**config.mk**
```make
export PLATFORM = sky130hd
export DESIGN_NAME = taillight_sequencer
export DESIGN_NICKNAME = d
export VERILOG_FILES = /design/src/rtl/taillight_sequencer.sv
export SDC_FILE = /design/constraint.sdc
export NUM_CORES = 1
export LEC_CHECK = 0
export BUFFER_PORTS_ARGS = -buffer_cell sky130_fd_sc_hd__buf_2
export CAP_MARGIN = 10
export CELL_PAD_IN_SITES_DETAIL_PLACEMENT = 1
export CELL_PAD_IN_SITES_GLOBAL_PLACEMENT = 2
export CORE_UTILIZATION = 29
export DETAILED_ROUTE_END_ITERATION = 10
export GPL_ROUTABILITY_DRIVEN = 0
export GPL_TIMING_DRIVEN = 0
export PLACE_DENSITY = 0.77
export RECOVER_POWER = 100
export SKIP_LAST_GASP = 1
export SLEW_MARGIN = 20
export SYNTH_ARGS = -nofsm -noshare
export SYNTH_HDL_FRONTEND = slang
export SYNTH_SLANG_ARGS = --single-unit
```
**constraint.sdc**
```tcl
create_clock -name clk -period 2.6 [get_ports clk]
set_input_delay 0.26 -clock clk [delete_from_list [all_inputs] [get_ports clk]]
set_output_delay 0.26 -clock clk [all_outputs]
set_load 0.02 [all_outputs]
```
**src/rtl/taillight_sequencer.sv**
```systemverilog
// Six-lamp tail light sequencer: arbitrates turn/hazard/brake into a 3-step sweep.
// Optional BRAKE_OVERLAY_EN lights the non-signalling side while braking.
module taillight_sequencer #(
    parameter int TICK_DIV = 4
) (
    input  logic       clk,
    input  logic       Reset,
    input  logic       left,
    input  logic       right,
    input  logic       hazard,
    input  logic       brake,
    output logic       LA,
    output logic       LB,
    output logic       LC,
    output logic       RA,
    output logic       RB,
    output logic       RC,
    output logic [1:0] mode,
    output logic [1:0] step,
    output logic       tick
);

    localparam int CW = (TICK_DIV > 1) ? $clog2(TICK_DIV) : 1;
    localparam logic [CW-1:0] CNT_MAX = CW'(TICK_DIV - 1);

    localparam logic [1:0] S_IDLE = 2'd0;
    localparam logic [1:0] S_1    = 2'd1;
    localparam logic [1:0] S_2    = 2'd2;
    localparam logic [1:0] S_3    = 2'd3;

    localparam logic [1:0] M_IDLE  = 2'b00;
    localparam logic [1:0] M_LEFT  = 2'b01;
    localparam logic [1:0] M_RIGHT = 2'b10;
    localparam logic [1:0] M_HAZ   = 2'b11;

    logic [CW-1:0] cnt;
    logic [1:0]    arb_mode;
    logic          req;
    logic [1:0]    step_n;
    logic [1:0]    mode_n;
    logic [2:0]    sweep;
    logic [2:0]    lamp_l;
    logic [2:0]    lamp_r;

    assign tick = (cnt == CNT_MAX);

    always_ff @(posedge clk) begin
        if (Reset) begin
            cnt <= '0;
        end else if (tick) begin
            cnt <= '0;
        end else begin
            cnt <= cnt + 1'b1;
        end
    end

    // left+right together is treated as a hazard request
    always_comb begin
        req = hazard | left | right;
        if (hazard || (left && right)) begin
            arb_mode = M_HAZ;
        end else if (left) begin
            arb_mode = M_LEFT;
        end else if (right) begin
            arb_mode = M_RIGHT;
        end else begin
            arb_mode = M_IDLE;
        end
    end

    always_comb begin
        step_n = step;
        mode_n = mode;
        if (tick) begin
            unique case (step)
                S_1: step_n = S_2;
                S_2: step_n = S_3;
                S_IDLE, S_3: begin
                    if (req) begin
                        step_n = S_1;
                        mode_n = arb_mode;
                    end else begin
                        step_n = S_IDLE;
                        mode_n = M_IDLE;
                    end
                end
            endcase
        end
    end

    // Lamps track the next state so they move on the same edge as step/mode
    always_comb begin
        sweep  = {step_n != S_IDLE, step_n >= S_2, step_n == S_3};
        lamp_l = mode_n[0] ? sweep : 3'b000;
        lamp_r = mode_n[1] ? sweep : 3'b000;
        if (step_n == S_IDLE && brake) begin
            lamp_l = 3'b111;
            lamp_r = 3'b111;
        end
`ifdef BRAKE_OVERLAY_EN
        if (brake && mode_n == M_LEFT) begin
            lamp_r = 3'b111;
        end
        if (brake && mode_n == M_RIGHT) begin
            lamp_l = 3'b111;
        end
`endif
    end

    always_ff @(posedge clk) begin
        if (Reset) begin
            step         <= S_IDLE;
            mode         <= M_IDLE;
            {LA, LB, LC} <= 3'b000;
            {RA, RB, RC} <= 3'b000;
        end else begin
            step         <= step_n;
            mode         <= mode_n;
            {LA, LB, LC} <= lamp_l;
            {RA, RB, RC} <= lamp_r;
        end
    end

endmodule

```
======== Word-level counts from Yosys, hierarchy flattened ========
Cells that the tools add are included.
cells by class
  add/subtract/negate cells ............... 1
  $mul .................................... 0
  divide/modulo/power cells ............... 0
  order comparisons ....................... 1
  eq/ne operators ......................... 5
  shifts and indexed selects .............. 0
  multiplexer cells ....................... 13
  bitwise gates (word level) .............. 2
  reduce and logical (&&, ||, !) cells .... 8
operators by type and width
  kind                                                      number
  2-to-1 mux 2 bit                                          7
  2-to-1 mux 3 bit                                          4
  equality test 2 bit, second input constant                4
  one-hot mux 2 bit (3 select lines)                        1
  zero test 2 bit                                           2
  OR reduction 2 bit                                        2
  adder 2 x 1 -> 2 bit, second input constant               1
  equality test 2 x 1 -> 1 bit, second input constant       1
  greater-or-equal comparator 2 bit, second input constant  1
  logical AND 1 bit                                         2
  bitwise OR 1 bit                                          2
  nonzero test 2 bit                                        1
  logical OR 1 bit                                          1
  2-to-1 mux 1 bit                                          1
storage, ports and cells
  flip-flop bits (word level) ............. 12
  bits in latches ......................... 0
  memory bits (writable) .................. 0
  bits in read-only memories .............. 0
  input bits .............................. 6
  output and inout bits ................... 11
  word-level logic and storage cells ...... 39
  memories kept ........................... 0

======== Longest topological paths before layout ========
  depth in word-level cells ............... 8
  gate-level depth with buffers ........... 6
  gate-level depth less buffers ........... 6

======== Worst setup path before layout ========
No wires, ideal clock.
  path type ............................... reg2reg
  start ................................... reg step[0]
  end ..................................... reg LC
  library setup time ...................... 116 ps
  arrival ................................. 1621 ps
  required time ........................... 2484 ps
  setup slack ............................. 863 ps
  cell stages (with the launch flop) ...... 7
  buffers on the path ..................... 0
  clock period less this slack ............ 1737 ps
  cells stage by stage .................... dfxtp_1 inv_1 ha_1 nor2_1 o32ai_2 nor4bb_4 a31o_1
between the ends
  cells in the longest elaborated chain, start to end .. 7
  elaborated cells on any way between the ends .. 14
  those cells by class .................... eq/ne: 4; mux: 6; reduce/logical: 4
ends and longest elaborated chain
  element                                                 RTL line  RTL
  from (decl)                                             19        output logic [1:0] step,
  from (signal assigned)                                  117       step <= step_n;
  equality test 2 bit or zero test 2 bit (tied branches)  75        unique case (step)
  OR reduction 2 bit                                      75
  one-hot mux 2 bit (3 select lines)                      75
  2-to-1 mux 2 bit                                        74        if (tick) begin
  equality test 2 bit or zero test 2 bit (tied branches)  93, 96
  2-to-1 mux 3 bit or logical AND 1 bit (tied branches)   94, 96
  2-to-1 mux 3 bit *                                      96        if (step_n == S_IDLE && brake) begin
  to (signal assigned)                                    119       {LA, LB, LC} <= lamp_l;
  to (decl)                                               14        output logic LC,
Mark *: on every way between the ends. The rest lies on a longest branch, timed or not.
A chain may end at the register's enable or synchronous reset.

======== Final worst setup path ========
  start ................................... reg step[0]
  end ..................................... reg RC
between the ends
  cells in the longest elaborated chain, start to end .. 7
  elaborated cells on any way between the ends .. 14
  those cells by class .................... eq/ne: 4; mux: 6; reduce/logical: 4
ends and longest elaborated chain
  element                                                 RTL line  RTL
  equality test 2 bit or zero test 2 bit (tied branches)  75
  OR reduction 2 bit                                      75
  one-hot mux 2 bit (3 select lines)                      75
  2-to-1 mux 2 bit                                        74
  equality test 2 bit or zero test 2 bit (tied branches)  93, 96
  2-to-1 mux 3 bit or logical AND 1 bit (tied branches)   95, 96
  2-to-1 mux 3 bit *                                      96
  to (signal assigned)                                    120       {RA, RB, RC} <= lamp_r;
  to (decl)                                               17        output logic RC,
Marked as above.

==> flow_summary.yaml <==
outcome:
  status: "complete, no violations"
routing:
  vias_per_cell: 4.89
  routed.top_layer: "met4"
  vias: 372
  ant_nets: 0
  drt-met1-wl_um: 462
  met2_wirelength_um: 350
  drc: 0
  finalWirelength_um: 895
  first_pass_iters: 3
  routedWlPerCell_um: 11.8
  wl_met3_um: 59
  drt_iter0_drc: 5
cts:
  cts_root_buffer: "clkbuf_4"
  post_cts_buffers: 0
  clkTransAtPathRegs_ps: 70
  clock_path_buffers: 2
  clkLatencyLatePin_ps: 260
  cts_made_buffers: 3
  ctsHoldBuffers: 0
  cts_tree: "built"
  htree_levels: 1
  cts_sinks: 12
  cts.repair.resized: 0
die:
  die_h_um: 42.5
  num_rows: 14
  die_x_um: 42.5
  ios: 17
  start_util: 0.313
  die_area_mm2: 0.00181
  core_mm2: 0.00152
sta:
  setup_ws_ps: 607
  setup_viol: 0
  clock_skew_ps: 2.04
  hold_violations: 0
  setup_tns_ps: 0
  worst_pin_slew_ps: 818
  fmax_ghz: 0.502
  max-slew-margin-rel: 0.453
  timing.final.max_slew_violations: 0
  min_period_over_period: 0.766
  period_needed_ps: 1990
  rsz0062_at_grt: "false"
synthesis:
  netlist_instances: 41
  synth-seq-cells: 12
  yosysWarnings: 0
  syn_area_per_cell_um2: 11.6
  synth_nets: 50
  synth_seq_area_share: 0.504
  synth_area_um2: 477
  yosysUniqueCellTypes: 18
power:
  pwr-share-clk: 0.268
  power.share.switching: 0.285
  powerDensity_mw_per_mm2: 697
  cell_internal_pwr_w: 0.000288
  p_leak_nw: 0.252
  comb_power_share: 0.213
  irDropWorstVdd_uv: 331
  pwr-share-seq: 0.519
  switching_power_w: 0.000115
global_route:
  grt_first_pass_wirelength_mm: 1.59
  grt_max_degree: 10
  grt_usage: 0.120
  overflow: 0
  antenna_found_initial: 0
  grt_pass1_vias: 382
placed_design:
  hpwl_um: 673
  port_buffers: 16
  dpl_worst_slack_ps: 857
critical_path:
  critical_path_required_ps: 2760
  critPathKind: "flip-flop to flip-flop"
  reg2reg_slack_ps: 610
  end_kind: "flip-flop"
  cp_max_fo: 6
  rr_startpoint: "step[0]"
  path_delay_family: "compound AO/OA/AOI/OAI gates"
  crit_slowest_cell: "o32ai_1"
  reg2reg_to: "RC"
  startpoint_type: "flip-flop"
  path_cells: "inv_1, ha_1, nor2_1, o32ai_1, nor4bb_4, a31o_1"
  critPathBufInv: 1
  max_stage_delay_ps: 710
  reg2reg_depth: 6
  critical_path_arrival_ps: 2150
job:
  drv_cap: 0
hold_path:
  hold_end: "cnt[0]"
  min_from: "Reset"
  min_path_type: "input pin to flip-flop"
  hold_depth: 2
finish:
  synthToLayoutAreaGrowth_pct: 21.3
  regArea_um2: 240
  nFillCells: 182
  drive_gt1_frac: 0.167
  multi_input_area_um2: 221
  nNetsFinal: 71
  antenna_cells: 0
==> synth_stat cells <==
cell      number  area [um2]
dfxtp_1       12         240
a21o_1         4        30.0
ha_1           3        37.5
nand2_1        3        11.3
a21oi_1        2        10.0
a31o_1         2        17.5
inv_1          2        7.51
nor2_1         2        7.51
o211ai_1       2        15.0
nand2b_1       1        6.26
nor2b_1        1        6.26
nor3_1         1        5.00
nor3b_1        1        7.51
nor4_4         1        21.3
nor4bb_4       1        25.0
o21ai_0        1        5.00
o32ai_2        1        16.3
or2b_1         1        7.51
==> cell families after synthesis <==
group                      share of synthesized area
DFF                                            0.504
adders and majority gates                     0.0787
AOI/OAI and AO/OA                              0.197
buffers and inverters                         0.0158
and+or+nand+nor                                0.205
==> worst max path at each step <==
stage               startpoint  to  slack, ps  depth (start not counted)
CTS                    step[0]  RC        830                          6
finish                 step[0]  RC        610                          6
detailed placement     step[0]  LC        860                          6
global route            cnt[0]  RC        490                          5
floorplan              step[0]  LC        860                          6
global placement       step[0]  LC        870                          6
==> final cells by class <==
cell class,count,area share
inverters,2,0.0130
repair buffers,16,0.115
well taps,16,0.0346
multi-input cells,27,0.383
clock buffers,3,0.0390
flip-flops and latches,12,0.416
==> sequential cells by signal, indices dropped and copies added, names as in the netlist <==
signal and flops:
RC 1, LA 1, step 2, RA 1, cnt 2, RB 1, LC 1, LB 1
mode 2
==> power groups by stage <==
stage	clock network (W)	registers (W)	logic [W]
after floorplan	0	0.000231	0.0000453
after global placement	0	0.000213	0.0000919
after detailed placement	0	0.000213	0.0000925
after CTS	0.000114	0.000209	0.0000933
after global routing	0.000122	0.000211	0.0000955
final	0.000108	0.000209	0.0000857
==> cells in the final DEF, fill, tap and decap left out, types with 3 or more instances in the layout <==
master	n
clkbuf_1	11
ha_1	3
a21o_1	4
buf_2	5
clkbuf_4	3
nand2_1	3
dfxtp_1	12
==> per-layer routing <==
layer / GRT usage / up-vias
met5: 0 / -
met4: 0.0938 / 0
met3: 0.0302 / 4
met2: 0.157 / 14
met1: 0.164 / 168
li1: - / 186
==> through the flow <==
step	power [W]	std cells	hold WS (ps)	area [um2]	utilization
after floorplan	0.000276	41	331	477	-
after global placement	0.000305	73	413	577	0.378
after detailed placement	0.000306	73	425	577	0.378
after CTS	0.000417	76	256	599	0.393
after global routing	0.000428	76	267	578	0.379
final	0.000403	76	260	578	0.379
(Power assumes the default switching activity.)
